File: src/rtl/alu_dot_sequencer_pkg.sv
// alu_dot_sequencer_pkg
//   Shared definitions for the dot-product sequencer and anything that talks
//   to the 24-bit combinational ALU it drives.
//   Contents:
//     DATA_W       - ALU data path width (24)
//     ALU_* codes  - ALU opcodes: ADD=0, MUL=1, SUB=2, SFTR=3, SFTL=4
//     FIXED_SHIFT  - right-shift amount used to rescale Q.8 products
//     seq_state_e  - sequencer state encoding
package alu_dot_sequencer_pkg;

  localparam int DATA_W = 24;
  localparam int CTRL_W = 3;

  localparam logic [CTRL_W-1:0] ALU_ADD  = 3'd0;
  localparam logic [CTRL_W-1:0] ALU_MUL  = 3'd1;
  localparam logic [CTRL_W-1:0] ALU_SUB  = 3'd2;
  localparam logic [CTRL_W-1:0] ALU_SFTR = 3'd3;
  localparam logic [CTRL_W-1:0] ALU_SFTL = 3'd4;

  // A Q.8 x Q.8 product carries 16 fraction bits; shifting right by 8
  // brings it back to Q.8 before it is accumulated.
  localparam logic [DATA_W-1:0] FIXED_SHIFT = 24'd8;

  typedef enum logic [2:0] {
    ST_IDLE  = 3'd0,
    ST_FETCH = 3'd1,
    ST_MUL   = 3'd2,
    ST_SHR   = 3'd3,
    ST_ADD   = 3'd4,
    ST_DONE  = 3'd5
  } seq_state_e;

endpackage

File: src/rtl/alu_dot_sequencer.sv
// alu_dot_sequencer
//   Computes one dot product per command, sum(a[i]*b[i]) for i = 0..len-1,
//   by driving an external combinational 24-bit ALU: a MUL per element,
//   optionally an SFTR rescale, then an ADD into the running accumulator.
//   Accumulation wraps modulo 2^24.
//   Ports:
//     clk, rst_n                  - clock, asynchronous active-low reset
//     cmd_valid/cmd_ready/cmd_len - command stream (element count)
//     elem_valid/elem_ready       - operand pair stream
//     elem_a, elem_b              - left / right operands
//     alu_ctrl, alu_a, alu_b      - registered ALU opcode and operands
//     alu_c, alu_z                - ALU result and zero flag (combinational)
//     res_valid/res_ready         - result stream
//     res_data, res_zero          - accumulated dot product and its zero flag
module alu_dot_sequencer
  import alu_dot_sequencer_pkg::*;
#(
  parameter int LEN_W       = 5,
  parameter bit FIXED_POINT = 1'b0
) (
  input  logic              clk,
  input  logic              rst_n,
  input  logic              cmd_valid,
  output logic              cmd_ready,
  input  logic [LEN_W-1:0]  cmd_len,
  input  logic              elem_valid,
  output logic              elem_ready,
  input  logic [DATA_W-1:0] elem_a,
  input  logic [DATA_W-1:0] elem_b,
  output logic [CTRL_W-1:0] alu_ctrl,
  output logic [DATA_W-1:0] alu_a,
  output logic [DATA_W-1:0] alu_b,
  input  logic [DATA_W-1:0] alu_c,
  input  logic              alu_z,
  output logic              res_valid,
  input  logic              res_ready,
  output logic [DATA_W-1:0] res_data,
  output logic              res_zero
);

  seq_state_e        state_q, state_d;
  logic [DATA_W-1:0] acc_q, acc_d;
  logic [DATA_W-1:0] prod_q, prod_d;
  logic [LEN_W-1:0]  count_q, count_d;
  logic              elem_ready_q, elem_ready_d;
  logic [CTRL_W-1:0] alu_ctrl_q, alu_ctrl_d;
  logic [DATA_W-1:0] alu_a_q, alu_a_d;
  logic [DATA_W-1:0] alu_b_q, alu_b_d;
  logic              res_valid_q, res_valid_d;
  logic [DATA_W-1:0] res_data_q, res_data_d;
  logic              res_zero_q, res_zero_d;

  // Next-state logic for the whole sequencer. Everything holds by default,
  // so the ALU operands stay put while waiting in FETCH, IDLE or DONE and the
  // ALU result is only looked at in the cycle after the operands that
  // produced it were registered. The ALU is only ever asked for MUL, SFTR
  // and ADD.
  always_comb begin
    state_d      = state_q;
    acc_d        = acc_q;
    prod_d       = prod_q;
    count_d      = count_q;
    elem_ready_d = elem_ready_q;
    alu_ctrl_d   = alu_ctrl_q;
    alu_a_d      = alu_a_q;
    alu_b_d      = alu_b_q;
    res_valid_d  = res_valid_q;
    res_data_d   = res_data_q;
    res_zero_d   = res_zero_q;

    unique case (state_q)
      ST_IDLE: begin
        if (cmd_valid) begin
          count_d = cmd_len;
          acc_d   = '0;
          // An empty dot product is answered straight away with zero.
          if (cmd_len == '0) begin
            res_data_d  = '0;
            res_zero_d  = 1'b1;
            res_valid_d = 1'b1;
            state_d     = ST_DONE;
          end else begin
            elem_ready_d = 1'b1;
            state_d      = ST_FETCH;
          end
        end
      end

      ST_FETCH: begin
        if (elem_valid) begin
          elem_ready_d = 1'b0;
          alu_ctrl_d   = ALU_MUL;
          alu_a_d      = elem_a;
          alu_b_d      = elem_b;
          state_d      = ST_MUL;
        end
      end

      ST_MUL: begin
        // alu_c is the low 24 bits of the product; upper bits are lost.
        prod_d = alu_c;
        if (FIXED_POINT) begin
          alu_ctrl_d = ALU_SFTR;
          alu_a_d    = alu_c;
          alu_b_d    = FIXED_SHIFT;
          state_d    = ST_SHR;
        end else begin
          alu_ctrl_d = ALU_ADD;
          alu_a_d    = acc_q;
          alu_b_d    = alu_c;
          state_d    = ST_ADD;
        end
      end

      ST_SHR: begin
        prod_d     = alu_c;
        alu_ctrl_d = ALU_ADD;
        alu_a_d    = acc_q;
        alu_b_d    = alu_c;
        state_d    = ST_ADD;
      end

      ST_ADD: begin
        acc_d   = alu_c;
        count_d = count_q - LEN_W'(1);
        if (count_q == LEN_W'(1)) begin
          res_data_d  = alu_c;
          res_zero_d  = alu_z;
          res_valid_d = 1'b1;
          state_d     = ST_DONE;
        end else begin
          elem_ready_d = 1'b1;
          state_d      = ST_FETCH;
        end
      end

      ST_DONE: begin
        if (res_ready) begin
          res_valid_d = 1'b0;
          state_d     = ST_IDLE;
        end
      end

      default: begin
        state_d = ST_IDLE;
      end
    endcase
  end

  // State and output registers. Reset drops any partial accumulation and
  // suppresses the pending result immediately, without waiting for a clock.
  always_ff @(posedge clk or negedge rst_n) begin
    if (!rst_n) begin
      state_q      <= ST_IDLE;
      acc_q        <= '0;
      prod_q       <= '0;
      count_q      <= '0;
      elem_ready_q <= 1'b0;
      alu_ctrl_q   <= ALU_ADD;
      alu_a_q      <= '0;
      alu_b_q      <= '0;
      res_valid_q  <= 1'b0;
      res_data_q   <= '0;
      res_zero_q   <= 1'b0;
    end else begin
      state_q      <= state_d;
      acc_q        <= acc_d;
      prod_q       <= prod_d;
      count_q      <= count_d;
      elem_ready_q <= elem_ready_d;
      alu_ctrl_q   <= alu_ctrl_d;
      alu_a_q      <= alu_a_d;
      alu_b_q      <= alu_b_d;
      res_valid_q  <= res_valid_d;
      res_data_q   <= res_data_d;
      res_zero_q   <= res_zero_d;
    end
  end

  // cmd_ready is a plain decode of IDLE so it is already high in reset.
  assign cmd_ready  = (state_q == ST_IDLE);
  assign elem_ready = elem_ready_q;
  assign alu_ctrl   = alu_ctrl_q;
  assign alu_a      = alu_a_q;
  assign alu_b      = alu_b_q;
  assign res_valid  = res_valid_q;
  assign res_data   = res_data_q;
  assign res_zero   = res_zero_q;

endmodule

File: config.mk
export PLATFORM = sky130hd
export DESIGN_NAME = alu_dot_sequencer
export DESIGN_NICKNAME = d
export VERILOG_FILES = /design/src/rtl/alu_dot_sequencer_pkg.sv /design/src/rtl/alu_dot_sequencer.sv
export SDC_FILE = /design/constraint.sdc
export NUM_CORES = 1
export LEC_CHECK = 0
export CAP_MARGIN = 5
export CORE_MARGIN = 2
export CORE_UTILIZATION = 45
export CTS_CLUSTER_SIZE = 40
export DETAILED_ROUTE_END_ITERATION = 16
export HOLD_SLACK_MARGIN = 0.08
export PLACE_DENSITY = 0.78
export SLEW_MARGIN = 25
export SYNTH_ARGS = -nofsm -noshare
export SYNTH_HDL_FRONTEND = slang
export SYNTH_SLANG_ARGS = --single-unit
File: constraint.sdc
create_clock -name clk -period 2.05 [get_ports clk]
set_input_delay 0.41 -clock clk [delete_from_list [all_inputs] [get_ports clk]]
set_output_delay 0.41 -clock clk [all_outputs]
set_load 0.01 [all_outputs]
==> results of run 1 <==
## state kept, by name (all words and copies together) (netlist names)
signal / flops
acc_q: 24
state_q: 3
res_valid: 1
alu_ctrl: 1
alu_a: 24
alu_b: 24
res_zero: 1
elem_ready: 1
count_q: 5
res_data: 24
## repair_timing
| action | 4_1_cts | 5_1_grt |
|---|---|---|
| endpoints found under the setup margin | 1 | 0 |
| resized for setup | 2 | 0 |
| setup buffers | 0 | 0 |
| hold endpoints to repair | 35 | 0 |
| hold buffers | 1 | 0 |
## path summary, 6_finish.rpt
| kind | startpoint | to | slack [ns] | depth (start not counted) |
|---|---|---|---|---|
| min in group asynchronous | rst_n | alu_a[14] | 0.53 | 2 |
| max in group asynchronous | rst_n | count_q[4] | 0.88 | 3 |
| max | count_q[1] | res_data[16] | 0.13 | 6 |
| min | acc_q[16] | acc_q[16] | 0.51 | 1 |
| min reg2reg | acc_q[16] | acc_q[16] | 0.51 | 1 |
| max reg2reg | count_q[1] | res_data[16] | 0.13 | 6 |
## synthesized netlist by cell type, types with 2 or more instances
cell type / number / area, sq um
dfrtp_1: 108 / 2700
mux2_2: 95 / 1070
o21ai_0: 28 / 140
a22o_1: 24 / 210
o2bb2ai_1: 24 / 210
buf_2: 17 / 85.1
clkbuf_1: 10 / 37.5
nor2_1: 6 / 22.5
inv_1: 5 / 18.8
nand2_1: 5 / 18.8
a21oi_1: 4 / 20.0
nor3_1: 4 / 20.0
o211ai_1: 4 / 30.0
a31oi_1: 3 / 18.8
buf_6: 3 / 33.8
nand2b_1: 3 / 18.8
nor2b_1: 3 / 18.8
buf_4: 2 / 15.0
ha_1: 2 / 25.0
nor4b_1: 2 / 17.5
o21ai_1: 2 / 10.0
## cell type report
cell class,count,area (sq um)
multi-input combinational,237,2110
sequential,108,2700
clock inverter,4,73.8
tap,140,175
inverter,5,18.8
clock buffer,10,138
fill,855,3780
timing repair buffer,183,1830
## cell families (layout without fill, tap and decap cells)
group	after synthesis	count (layout)
other	1	2
muxes	97	97
AOI/OAI and AO/OA	100	100
buffers and inverters	38	202
xor gates and xnor gates	1	1
DFF	108	108
adders and majority gates	2	2
and+or+nand+nor	35	35
## metrics by stage
step	worst slack [ns]	util [%]	total power, uW	hold WS, ns
floorplan	0.344	-	6470	0.114
global placement	0.0335	63.0	8980	0.411
detailed placement	0.0799	63.0	9170	0.411
CTS	0.123	65.1	10600	0.512
global route	0.0158	65.1	11200	0.522
finish	0.125	65.1	10500	0.508
## metal layers
| layer | up-vias | part of all wire [%] | global-route usage, % |
|---|---|---|---|
| li1 | 1735 | - | - |
| met1 | 1882 | 41 | 28.4 |
| met2 | 125 | 50 | 39.2 |
| met3 | 16 | 6.7 | 5.81 |
| met4 | 0 | 1.7 | 7.50 |
| met5 | - | 0 | 0 |
## power groups by stage
stage | clock [uW] | combinational (uW) | sequential, uW
finish | 1410 | 5310 | 3780
global route | 1520 | 5730 | 3910
CTS | 1440 | 5370 | 3790
floorplan | 0 | 2430 | 4030
detailed placement | 0 | 5350 | 3820
global placement | 0 | 5220 | 3760
==> qor.txt, run 1 <==
Clock buffer depth: 2
Post-layout min period: 1.92 ns
Crit share post-route: 93.9%
Post-synth EDFFs: 0
Mux cell area share after synthesis: 21.9%
Most frequent cells in the layout: clkdlybuf4s50_1, dfrtp_1, mux2_2, o21ai_0
Detailed Place HPWL: 9620 microns
Final hold violation count: 0
Xor/xnor share of the synthesized area: 0.175%
Clk sink count: 108
Top delay family on crit path: simple AND/OR/NAND/NOR gates
Ports: 162
ANT cells: 0
Worst Path Required: 2.30 ns
# nets final: 629
Worst hold path type: flop to flop
RSZ-0062 raised after global routing: no
Syn Std Cell Area: 0.00499 sq mm
Root buf cell: clkbuf_8
CP max stage cell: or4b_4
Fraction of the mapped netlist area in simple logic gates: 4.46%
Max-Cap Viols: 0
Slowest stage delay, CP: 0.61 ns
Gp weighted congestion: 0.830
I/O Buffers: 159
Post-route setup TNS: 0 ns
Share of layout cells above drive strength 1: 26.3%
Vias: 3758
Mapped Avg Cell Area: 13.1 sq um
Register area share after synthesis: 54.1%
DP Cell Count: 672
Vias in the first global route: 4025
Width of the die: 109 microns
Clock latency at the later pin of the worst-skew pair: 0.36 ns
Post-Synth Adder-Cell Area: 0.501%
Fmax: 519 MHz
Status: complete, no violations
Int Power: 6990 uW
Sequential Power Share: 36.0%
CP max FO: 21
Setup Skew: 0.00617 ns
Grt total ovfl: 0
Die area: 0.0120 sq mm
Final Cell Area: 0.00706 sq mm
CTS buffer count: 9
Initial antenna violation count: 0
Drt drc: 0
Largest family of logic cells by synthesized area: multiplexers
Ys Warns: 0
Peak VDD IR: 0.000696 V
Row count: 38
Final setup viols: 0
Sw frac: 33.4%
Dominant synthesized flop cell: dfrtp_1
Leak: 0.00291 uW
Dpl cell area: 0.00683 sq mm
Drt pass-1 iters: 4
First-pass GRT wire length: 20900 microns
Startpoint types: flop
Die height: 109 microns
Commonest non-fill, non-tap cell in the layout: clkdlybuf4s50_1
Power per cell area: 1490 mW/mm^2
Switching pwr: 3510 uW
Crit Path Category: flop to flop
Tot GR Track Use: 22.9%
Total wire length: 13100 microns
FF+latch count, synth: 108
Area Overhead vs Synth: 41.3%
Core ar.: 0.0108 sq mm
TritonCTS clock tree: done
Cells after synthesis: 382
Distinct cell type count after synthesis: 49
Worst Tran Pin Value: 0.502 ns
WP data arrival: 2.18 ns
Antenna viol nets, final: 0
Largest net degree at the start of global routing: 42
Non-filler cells, final: 687
Reg clk slew, reported paths: 0.10 ns
Via density: 5.47
H-tree lvl count: 3
Post-synthesis async set-or-reset flop share: 100%
Initial Utilization: 46.1%
Crit end category: flop
Combinational power share: 50.6%
Part of the power in the clock network: 13.4%
DR iter-0 viols: 157
Wire per inst: 19.0 microns
Worst-path cell chain: inv_1 -> ha_1 -> or4b_4 -> buf_4 -> o21ai_0 -> o2bb2ai_1
Max-slew headroom: 66.6%
Synthesized-area fraction occupied by ao, oa, aoi and oai cells: 14.8%
CP bufs+invs: 2
Fin. max-slew vios: 0
(Power assumes the default switching activity.)
==> run 2: changes to the inputs <==
--- a/config.mk
+++ b/config.mk
@@ -11,7 +11,7 @@
 export CTS_CLUSTER_SIZE = 40
 export DETAILED_ROUTE_END_ITERATION = 16
 export HOLD_SLACK_MARGIN = 0.08
-export PLACE_DENSITY = 0.78
+export PLACE_DENSITY_LB_ADDON = 0.3
 export SLEW_MARGIN = 25
 export SYNTH_ARGS = -nofsm -noshare
 export SYNTH_HDL_FRONTEND = slang
==> qor.txt, run 2 (synthesis results as in run 1) <==
# nets final: 625
Clock latency at the later pin of the worst-skew pair: 0.37 ns
Worst Path Required: 2.30 ns
Grt total ovfl: 0
Multi-input gate area: 0.00211 sq mm
First-pass GRT wire length: 20100 microns
Total wire length: 12900 microns
Largest net degree at the start of global routing: 109
Reg area: 0.00270 sq mm
Crit end category: flop
Initial Utilization: 46.1%
Die height: 109 microns
Status: complete, no violations
WP data arrival: 2.14 ns
ANT cells: 0
Power per cell area: 1490 mW/mm^2
Leak: 0.00289 uW
Post-layout min period: 1.89 ns
Share of layout cells above drive strength 1: 26.1%
Max-slew headroom: 61.5%
Peak VDD IR: 0.000785 V
Final setup viols: 0
I/O Buffers: 159
Worst hold path type: input pin to asynchronous set/reset pin
Wire per inst: 18.9 microns
Fillers: 890
Reg clk slew, reported paths: 0.10 ns
Root buf cell: clkbuf_8
Startpoint types: flop
Max-Cap Viols: 0
DR iter-0 viols: 178
Worst-case hold slack: 0.104 ns
Setup Skew: 0.00541 ns
Clock buffer depth: 2
Non-filler cells, final: 685
DP Cell Count: 668
Vias in the first global route: 3909
Drt pass-1 iters: 4
H-tree lvl count: 3
Final hold violation count: 0
Clk sink count: 108
Crit share post-route: 92.1%
Die area: 0.0120 sq mm
Vias: 3752
Via density: 5.48
Area Overhead vs Synth: 40.4%
CP max FO: 26
Fin. max-slew vios: 0
Commonest non-fill, non-tap cell in the layout: clkdlybuf4s50_1
Antenna viol nets, final: 0
RSZ-0062 raised after global routing: no
Worst Tran Pin Value: 0.578 ns
Fmax: 529 MHz
Width of the die: 109 microns
Hold_buf cts: 0
Initial antenna violation count: 0
Drt drc: 0
Core ar.: 0.0108 sq mm
Tot GR Track Use: 22.0%
TritonCTS clock tree: done
Detailed Place HPWL: 9280 microns
CTS buffer count: 9
Reg2reg setup slack: 0.16 ns
Gp weighted congestion: 0.824
Ports: 162
Post-route setup TNS: 0 ns
Crit Path Category: flop to flop
Most frequent cells in the layout: clkdlybuf4s50_1, dfrtp_1, mux2_2, o21ai_0
Row count: 38
## run 2: changes by cell type in the layout (fill, tap and decap cells not counted)
cell | previous run | this run
inv_6 | 1 | 0
clkbuf_8 | 10 | 9
clkinvlp_4 | 0 | 1
clkinv_2 | 1 | 3
clkinv_4 | 0 | 1
buf_12 | 5 | 4
dfrtp_2 | 1 | 0
dlygate4sd3_1 | 1 | 0
buf_4 | 19 | 17
dfrtp_1 | 107 | 108
## run 2: path summary, 6_finish.rpt
| path | startpoint | end | cells past startpoint |
|---|---|---|---|
| setup / recovery | count_q[1] | elem_ready | 5 |
| hold / removal | rst_n | alu_a[16] | 2 |
| max in group asynchronous | rst_n | acc_q[1] | 2 |
| min in group clk | alu_b[11] | alu_b[11] | 1 |
| hold reg to reg | alu_b[11] | alu_b[11] | 1 |
| setup reg to reg | count_q[1] | elem_ready | 5 |
## run 2: what timing repair did
| item | 4_1_cts | 5_1_grt |
|---|---|---|
| endpoints found under the setup margin | 1 | 0 |
| buffers inserted | 1 | 0 |
| resized for setup | 1 | 0 |
| hold endpoints to repair | 0 | 0 |
## run 2: report_power, final
part           switching, uW  internal, uW
combinational           2170          3090
clock                    736           684
sequential               610          3150
## run 2: metrics by stage
stage | instance area (sq um) | setup WS (ns) | power (uW) | util, %
final | 7010 | 0.161 | 10400 | 64.7
after global placement | 6790 | 0.0871 | 8930 | 62.6
after detailed placement | 6790 | 0.100 | 9110 | 62.6
after CTS | 7010 | 0.144 | 10600 | 64.7
after floorplan | 5000 | 0.344 | 6470 | -
after global routing | 7010 | 0.0608 | 11100 | 64.7
## run 2: critical path, cell delays in order (launching register included)
cell,delay (ns)
dfrtp_1,0.43
inv_1,0.10
ha_1,0.13
or4b_4,0.59
nor2_8,0.38
o211ai_1,0.13
## run 2: cell type report
type	count	area share, %
Clock buffer	9	1.77
Clock inverter	7	1.30
Inverter	5	0.268
Multi-Input combinational cell	237	30.1
Sequential cell	108	38.5
Tap cell	140	2.50
Timing Repair Buffer	179	25.5
## run 2: layer usage
metal,share of wire [%],GRT usage [%]
met5,0,0
met4,1.8,7.69
met1,42,27.4
met3,7.0,5.51
met2,50,37.2
